--- src/rtl/pipe_stage_reg.sv ---
// pipe_stage_reg
//   Parametrised CPU pipeline stage register. It carries a payload and a PC
//   from one stage to the next. A valid/ready handshake and a one-entry skid
//   buffer make sure that backpressure never drops or duplicates an entry.
//   The global hazard stall and memory stall freeze the stage. The flush
//   control discards every entry held in the stage.
//
//   Optional feature: define PIPE_STAGE_PERF_EN to build saturating counters
//   for frozen cycles and flushes. If it is undefined, both counters read 0.
//
// Parameters
//   DATA_W     payload width
//   PC_W       program-counter width
//   FLUSH_VAL  payload loaded on flush and on reset (bubble / NOP)
//   CNT_W      performance counter width
//
// Ports
//   clk_i        clock, rising edge
//   rst_i        synchronous reset, active-low
//   valid_i      upstream entry valid
//   data_i       upstream payload
//   pc_i         upstream PC
//   ready_o      stage can accept this cycle (combinational)
//   valid_o      output entry valid (forced low while frozen)
//   data_o       output payload
//   pc_o         output PC
//   ready_i      downstream accepts this cycle
//   Stall_i      hazard-unit stall (freeze)
//   MemStall_i   memory stall (freeze)
//   Flush_i      discard all held entries
//   stall_cnt_o  frozen-cycle count
//   flush_cnt_o  flush count
module pipe_stage_reg #(
  parameter int                 DATA_W    = 32,
  parameter int                 PC_W      = 32,
  parameter logic [DATA_W-1:0]  FLUSH_VAL = '0,
  parameter int                 CNT_W     = 16
) (
  input  logic              clk_i,
  input  logic              rst_i,
  input  logic              valid_i,
  input  logic [DATA_W-1:0] data_i,
  input  logic [PC_W-1:0]   pc_i,
  output logic              ready_o,
  output logic              valid_o,
  output logic [DATA_W-1:0] data_o,
  output logic [PC_W-1:0]   pc_o,
  input  logic              ready_i,
  input  logic              Stall_i,
  input  logic              MemStall_i,
  input  logic              Flush_i,
  output logic [CNT_W-1:0]  stall_cnt_o,
  output logic [CNT_W-1:0]  flush_cnt_o
);

  logic              vld_p1;
  logic [DATA_W-1:0] data_p1;
  logic [PC_W-1:0]   pc_p1;
  logic              skid_vld_p1;
  logic [DATA_W-1:0] skid_data_p1;
  logic [PC_W-1:0]   skid_pc_p1;

  logic freeze;
  logic in_fire;
  logic out_fire;

  assign freeze   = Stall_i | MemStall_i;
  assign ready_o  = ~skid_vld_p1 & ~freeze & ~Flush_i;
  assign valid_o  = vld_p1 & ~freeze;
  assign data_o   = data_p1;
  assign pc_o     = pc_p1;
  assign in_fire  = valid_i & ready_o;
  assign out_fire = valid_o & ready_i;

  // ---- stage boundary: input -> main / skid registers ----
  always_ff @(posedge clk_i) begin
    if (!rst_i) begin
      vld_p1       <= 1'b0;
      data_p1      <= FLUSH_VAL;
      pc_p1        <= '0;
      skid_vld_p1  <= 1'b0;
      skid_data_p1 <= FLUSH_VAL;
      skid_pc_p1   <= '0;
    end else if (Flush_i) begin
      // The flush is checked before freeze, so a flush raised during a stall still takes effect.
      vld_p1      <= 1'b0;
      data_p1     <= FLUSH_VAL;
      skid_vld_p1 <= 1'b0;
    end else if (!freeze) begin
      if (!vld_p1 || out_fire) begin
        // The skid entry is older than any input, so it drains first.
        // ready_o is low whenever skid is full, so no input is lost here.
        if (skid_vld_p1) begin
          vld_p1      <= 1'b1;
          data_p1     <= skid_data_p1;
          pc_p1       <= skid_pc_p1;
          skid_vld_p1 <= 1'b0;
        end else if (in_fire) begin
          vld_p1  <= 1'b1;
          data_p1 <= data_i;
          pc_p1   <= pc_i;
        end else begin
          vld_p1 <= 1'b0;
        end
      end else if (in_fire) begin
        skid_vld_p1  <= 1'b1;
        skid_data_p1 <= data_i;
        skid_pc_p1   <= pc_i;
      end
    end
  end

`ifdef PIPE_STAGE_PERF_EN
  function automatic logic [CNT_W-1:0] sat_inc(input logic [CNT_W-1:0] v);
    return (&v) ? v : v + 1'b1;
  endfunction

  logic [CNT_W-1:0] stall_cnt_p1;
  logic [CNT_W-1:0] flush_cnt_p1;

  // ---- stage boundary: event counters ----
  always_ff @(posedge clk_i) begin
    if (!rst_i) begin
      stall_cnt_p1 <= '0;
      flush_cnt_p1 <= '0;
    end else begin
      if (freeze)  stall_cnt_p1 <= sat_inc(stall_cnt_p1);
      if (Flush_i) flush_cnt_p1 <= sat_inc(flush_cnt_p1);
    end
  end

  assign stall_cnt_o = stall_cnt_p1;
  assign flush_cnt_o = flush_cnt_p1;
`else
  assign stall_cnt_o = '0;
  assign flush_cnt_o = '0;
`endif

endmodule

--- config.mk ---
export PLATFORM = sky130hd
export DESIGN_NAME = pipe_stage_reg
export DESIGN_NICKNAME = d
export VERILOG_FILES = /design/src/rtl/pipe_stage_reg.sv
export SDC_FILE = /design/constraint.sdc
export NUM_CORES = 1
export LEC_CHECK = 0
export CAP_MARGIN = 20
export CORE_MARGIN = 8
export CORE_UTILIZATION = 54
export CTS_BUF_LIST = sky130_fd_sc_hd__clkbuf_4 sky130_fd_sc_hd__clkbuf_8
export CTS_CLUSTER_SIZE = 40
export DETAILED_ROUTE_END_ITERATION = 7
export HOLD_SLACK_MARGIN = 0.08
export PLACE_DENSITY_LB_ADDON = 0.3
export SKIP_LAST_GASP = 1
export SYNTH_ARGS = -nofsm -noshare
export SYNTH_HDL_FRONTEND = slang
export SYNTH_SLANG_ARGS = --single-unit
export TNS_END_PERCENT = 100
--- constraint.sdc ---
create_clock -name clk_i -period 3 [get_ports clk_i]
set_clock_uncertainty 0.15 [all_clocks]
set_input_delay 0.45 -clock clk_i [delete_from_list [all_inputs] [get_ports clk_i]]
set_output_delay 0.45 -clock clk_i [all_outputs]
set_load 0.02 [all_outputs]
* After elaboration in Yosys (flattened, before gate mapping)
Index checks and enable logic that the tools add are counted.
Cells by class: mux-type cells 8, bitwise operators 11, reductions and logical operators 10
Operators by type and width (count):
- two-way mux 32 bit | 4
- AND reduction 4 bit | 2
- bitwise AND 1 bit | 5
- NOT 1 bit | 5
- two-way mux 1 bit | 4
- AND reduction 2 bit | 2
- nonzero test 2 bit | 2
- AND reduction 3 bit | 1
- OR reduction 2 bit | 1
- logical NOT 1 bit | 1
- logical OR 1 bit | 1
- OR 1 bit | 1
Storage, ports and cells: flip-flop bits (word level) 130, word-level logic and storage cells 35

* Logic depth before layout (Yosys ltp)
Gate-level depths: netlist (run 1).
word-level depth 7, depth in mapped cells 6

* Worst setup path before layout (run 1)
Ideal clock, no wire load.
path kind reg2out, start register skid_vld_p1, end output ready_o, data arrival time 1294 ps, required time 2400 ps, setup slack 1106 ps, cell stages (with the launch flop) 5, buffers on the path 3, cell sequence dfxtp_1 -> clkbuf_1 -> buf_2 -> buf_2 -> nor3_1
On the way: cells in the longest elaborated chain, start to end 3
Ends and longest elaborated chain:
- start: declaration | RTL line 59 | logic skid_vld_p1;
- start signal: assignment | RTL line 81 | skid_vld_p1 <= 1'b0;
- start signal: assignment | RTL line 88 | skid_vld_p1 <= 1'b0;
- start signal: assignment | RTL line 97 | skid_vld_p1 <= 1'b0;
- NOT 1 bit | RTL line 68 | assign ready_o = ~skid_vld_p1 & ~freeze & ~Flush_i;
- bitwise AND 1 bit (2 in series) | RTL line 68
- end: declaration | RTL line 44 | output logic ready_o,
No other way between the ends.

* Worst setup path after layout (run 1)
Same ends and word-level chain as after synthesis.

==> results.py, run 1 <==
metrics = {
    "sta": {
        "slew_headroom_pct": 52.3,
        "setup_slack_ps": 441,
        "worstMarginPinSlew_ps": 715,
        "fmax_mhz": 391,
        "setup_viol": 0,
        "drv_slew": 0,
        "rsz0062_at_grt": "false",
        "fin_crit_ps": 2560,
        "hold_viol": 0,
        "tns_ps": 0,
        "fin_crit_sh_pct": 85.3,
    },
    "clock_tree": {
        "cts_root_buf": "clkbuf_8",
        "clk_pin_slew_ps": 70,
        "hold_buffers": 0,
        "postCtsSetupBuffers": 0,
        "h-tree-depth": 4,
        "clk_latency_ps": 440,
        "cts_buffer_depth": 2,
        "cts_sinks": 130,
        "ctsResizeCount": 0,
        "cts_buffers": 17,
        "cts_tree": "done",
    },
    "critical_path": {
        "start_kind": "flop",
        "crit_fanout": 29,
        "crit_arrival_ps": 1960,
        "r2r_start": "skid_vld_p1",
        "criticalPathCategory": "flop to output port",
        "critical_path.top_delay_family": "flip-flops",
        "crit_path_start": "skid_vld_p1",
        "path_buf_inv": 1,
        "required_ps": 2400,
        "crit_path_max_incr_delay_ps": 800,
        "path_cells": "nor3_1 -> clkdlybuf4s50_1",
        "end_kind": "output port",
        "cp_slowest_cell": "dfxtp_2",
    },
    "route": {
        "drc": 0,
        "wl_per_cell_microns": 15.3,
        "drt_first_pass_iters": 4,
        "viasPerCell": 5.07,
        "wirelength_microns": 14500,
        "dr.first_iter.drc_count": 290,
        "postRouteAntennaNets": 0,
        "vias": 4803,
    },
    "finish": {
        "fin_area_sq_mm": 0.00792,
        "final_common_cell": "nand2_1",
        "final_nets": 863,
        "mostFrequentLayoutCells": "nand2_1, clkdlybuf4s50_1, dfxtp_1",
        "area_delta_synth_final_pct": 27.8,
        "final_cells": 948,
        "diodes": 0,
        "drive_gt1_share_pct": 13.8,
    },
    "yosys": {
        "synth_edf_count": 0,
        "synth_xor_area_share_pct": 0,
        "ys_types": 23,
        "synth_compound_area_share_pct": 0.727,
        "ys_warn_count": 0,
        "async_reset_ff_share_pct": 0,
        "synth_top_family_by_area": "multiplexers",
        "synthFlopType": "dfxtp_1",
        "synthMuxAreaShare_pct": 32.3,
        "avgSynthCellArea_sq_um": 9.11,
        "syn_area_sq_mm": 0.00619,
        "synth-adder-area-share_pct": 0,
        "yosys.area_share.simple_pct": 16.7,
        "ys_ff_latch": 130,
        "synth-seq-area-share_pct": 42.0,
        "syn_inst": 680,
    },
    "pwr": {
        "ir_worst_vdd_mv": 0.349,
        "power_density_mw_per_mm2": 476,
        "p_total_uw": 3770,
        "power_leakage_uw": 0.00326,
    },
    "job": {
        "max_cap_viol_count": 0,
    },
    "grt": {
        "grt_use_total_pct": 19.2,
        "grt_max_degree": 193,
        "first_global_vias": 4896,
        "grt_pass1_wl_microns": 23100,
        "grt_overflow_total": 0,
        "antenna_found_initial": 0,
    },
    "die": {
        "coreArea_sq_mm": 0.0113,
        "die_h_microns": 123,
        "dieArea_sq_mm": 0.0152,
        "num_io_pins": 169,
        "placementRows": 39,
        "start_util_pct": 54.7,
        "fp.dieW_microns": 123,
    },
    "placement": {
        "placed_area_sq_mm": 0.00748,
        "io_buffer_count": 136,
        "placedCellCount": 916,
        "dp_hpwl_microns": 10200,
        "dp_slack_ps": 484,
        "gp_congestion": 0.750,
    },
    "hold_path": {
        "hp-class": "flop to flop",
        "hp-start": "skid_pc_p1[14]",
    },
    "status": {
        "status": "finished, final reports clean",
    },
}
[cells by family (layout without fill, tap and decap cells)]
| kind of cell | after synthesis | in the layout |
|---|---|---|
| compound gates | 6 | 6 |
| buf+inv | 83 | 177 |
| flops | 130 | 130 |
| mux | 192 | 192 |
| other cells | 1 | 32 |
| simple gates | 268 | 268 |
[worst paths after layout]
path	endpoint	cells after the start	slack [ps]
min reg2reg	skid_pc_p1[14]	2	310
max reg2reg	pc_o[9]	3	830
min	skid_pc_p1[14]	2	310
max	ready_o	2	440
[routing by layer]
layer  vias up  routed length (microns)  GRT usage [%]
met5         -                        0              0
met4         0                      235           7.60
met3        22                     1090           7.08
met2       135                     7230           32.9
met1      2262                     5980           21.3
li1       2384                        -              -
[through the flow]
step | utilization, % | hold slack, ps
floorplan | - | 281
global placement | 66.0 | 288
detailed placement | 66.0 | 297
CTS | 69.9 | 295
global route | 69.9 | 310
finish | 69.9 | 306
[worst reg2reg max path, delay by kind of cell (launching register included)]
family,cells,cell delay (ps)
flip-flops,1,800
multiplexers,1,240
AND/OR/NAND/NOR,2,840
[final cells by class]
type	instances	area (sq um)
Multi-Input combinational cell	498	3220
Fill cell	902	3400
Inverter	1	3.75
Clock inverter	11	158
Clock buffer	21	283
Sequential cell	130	2600
Tap cell	143	179
Timing Repair Buffer	144	1470
[synthesized netlist by cell type (2+ instances only)]
| library cell | count | area, sq um |
|---|---|---|
| o21ai_0 | 2 | 10.0 |
| dfxtp_1 | 130 | 2600 |
| nor2b_1 | 3 | 18.8 |
| mux2_2 | 64 | 721 |
| buf_4 | 32 | 240 |
| clkbuf_1 | 26 | 97.6 |
| nand2_1 | 256 | 961 |
| buf_1 | 4 | 15.0 |
| nor2_1 | 5 | 18.8 |
| buf_2 | 16 | 80.1 |
| buf_12 | 3 | 60.1 |
| mux2i_1 | 128 | 1280 |
[where the power goes]
group	switching (uW)	internal (uW)	total, uW
combinational	200	191	392
sequential	10.7	1740	1750
clock	651	972	1620
[state kept, by name, summed over array words and instances (netlist names)]
name / count
data_o: 32
pc_o: 32
skid_data_p1: 32
skid_pc_p1: 32
skid_vld_p1: 1
vld_p1: 1
No activity file was read; power rests on OpenSTA's default activity.
==> run 2: changes to the inputs <==
--- a/config.mk
+++ b/config.mk
@@ -7,7 +7,7 @@
 export LEC_CHECK = 0
 export CAP_MARGIN = 20
 export CORE_MARGIN = 8
-export CORE_UTILIZATION = 54
+export CORE_UTILIZATION = 50
 export CTS_BUF_LIST = sky130_fd_sc_hd__clkbuf_4 sky130_fd_sc_hd__clkbuf_8
 export CTS_CLUSTER_SIZE = 40
 export DETAILED_ROUTE_END_ITERATION = 7
==> constraint.sdc (replaced) <==
create_clock -name clk_i -period 2.9 [get_ports clk_i]
set_clock_uncertainty 0.15 [all_clocks]
set_input_delay 0.435 -clock clk_i [delete_from_list [all_inputs] [get_ports clk_i]]
set_output_delay 0.435 -clock clk_i [all_outputs]
set_load 0.02 [all_outputs]
==> run 2 against run 1 <==
  * Critical path depth grew 2
  * Non-clock buffer count shrank 2
  * Global-route usage shrank 1.4 points
  * Critical endpoint unchanged
  * Largest cell class unchanged
  * Highest routed layer unchanged
  * Largest power group unchanged
==> results.py, run 2 (synthesis results as in run 1) <==
metrics = {
    "status": {
        "status": "finished, final reports clean",
    },
    "grt": {
        "grt_max_degree": 193,
        "grt_use_total_pct": 17.8,
        "grt_pass1_wl_microns": 23300,
        "grt_overflow_total": 0,
        "antenna_found_initial": 0,
        "first_global_vias": 4884,
    },
    "sta": {
        "fin_crit_ps": 2500,
        "slew_headroom_pct": 40.7,
        "tns_ps": 0,
        "hold_viol": 0,
        "drv_slew": 0,
        "fmax_mhz": 401,
        "setup_viol": 0,
        "rsz0062_at_grt": "false",
        "worstMarginPinSlew_ps": 889,
        "fin_crit_sh_pct": 86.0,
    },
    "placement": {
        "io_buffer_count": 136,
        "gp_congestion": 0.742,
        "dp_hpwl_microns": 10000,
    },
    "finish": {
        "final_common_cell": "nand2_1",
        "final_util_pct": 65.2,
        "final_nets": 861,
        "mostFrequentLayoutCells": "nand2_1, clkdlybuf4s50_1, dfxtp_1",
        "drive_gt1_share_pct": 13.5,
        "area_delta_synth_final_pct": 26.9,
        "diodes": 0,
    },
    "critical_path": {
        "r2r-end": "pc_o[31]",
        "crit_fanout": 4,
        "criticalPathCategory": "primary input to output port",
        "reg2reg_depth": 4,
        "required_ps": 2320,
        "crit_arrival_ps": 1910,
        "start_kind": "primary input",
        "rrSetupSlack_ps": 860,
        "end_kind": "output port",
        "r2r_start": "skid_vld_p1",
    },
    "job": {
        "max_cap_viol_count": 0,
    },
    "pwr": {
        "power_leakage_uw": 0.00322,
        "ir_worst_vdd_mv": 0.281,
        "power_density_mw_per_mm2": 470,
    },
    "route": {
        "wirelength_microns": 14500,
        "drc": 0,
        "vias": 4813,
        "wl_per_cell_microns": 14.9,
        "viasPerCell": 4.96,
        "dr.first_iter.drc_count": 273,
        "drt_first_pass_iters": 4,
        "postRouteAntennaNets": 0,
    },
    "hold_path": {
        "min_to": "skid_data_p1[0]",
        "holdPathStages": 2,
        "hp-start": "skid_data_p1[0]",
        "hp-class": "flop to flop",
    },
    "clock_tree": {
        "postCtsSetupBuffers": 0,
        "cts_tree": "done",
        "cts_sinks": 130,
        "cts_buffer_depth": 2,
        "clk_latency_ps": 430,
        "cts_root_buf": "clkbuf_8",
        "h-tree-depth": 4,
        "clk_pin_slew_ps": 60,
        "ctsResizeCount": 0,
        "hold_buffers": 0,
        "cts_buffers": 17,
    },
    "die": {
        "num_io_pins": 169,
        "coreArea_sq_mm": 0.0121,
        "fp.dieW_microns": 127,
        "die_h_microns": 127,
        "start_util_pct": 51.3,
        "dieArea_sq_mm": 0.0162,
        "placementRows": 40,
    },
}
[run 2: cell types whose count changed in the layout (fill, tap and decap cells not counted)]
cell	change
buf_4	-1
clkbuf_8	+2
clkinv_2	-2
bufinv_16	-3
clkbuf_4	+3
buf_12	-1
clkinvlp_4	-1
[run 2: how the worst max path moves through the flow]
| stage | from | end | slack [ps] | depth (start not counted) |
|---|---|---|---|---|
| after floorplan | skid_vld_p1 | ready_o | 1020 | 4 |
| after detailed placement | MemStall_i | ready_o | 400 | 4 |
| after global routing | MemStall_i | ready_o | 330 | 4 |
| after global placement | MemStall_i | ready_o | 420 | 4 |
| final | MemStall_i | ready_o | 400 | 4 |
| after CTS | MemStall_i | ready_o | 390 | 4 |
[run 2: cell type report]
cell class | count | area, sq um
fill | 997 | 4200
multi-input combinational | 498 | 3220
sequential | 130 | 2600
timing repair buffer | 142 | 1440
clock buffer | 26 | 333
tap | 168 | 210
clock inverter | 5 | 50.0
inverter | 1 | 3.75
[run 2: stage by stage]
stage | instance area, sq um | worst slack [ps] | hold WS (ps) | power [uW] | std cells
after floorplan | 6310 | 1020 | 281 | 2120 | 711
after global placement | 7480 | 418 | 288 | 2240 | 939
after detailed placement | 7480 | 398 | 297 | 2250 | 939
after CTS | 7860 | 394 | 272 | 3730 | 970
after global routing | 7860 | 333 | 289 | 3850 | 970
final | 7860 | 405 | 304 | 3700 | 970
[run 2: worst max-delay path: stages]
cell             delay [ps]
clkdlybuf4s50_1         420
or2_4                   270
nor3_1                  140
clkdlybuf4s50_1         640
[run 2: report_power, final]
part	internal, uW	switching (uW)	leakage, uW
Combinational	197	210	0.00197
Sequential	1800	9.26	0.00105
Clock	820	662	0.000206
[run 2: routing by layer]
layer / track usage, % / share of wire, %
met5: 0 / 0
met4: 6.79 / 1.4
met3: 6.78 / 7.4
met2: 30.9 / 48
met1: 19.3 / 43
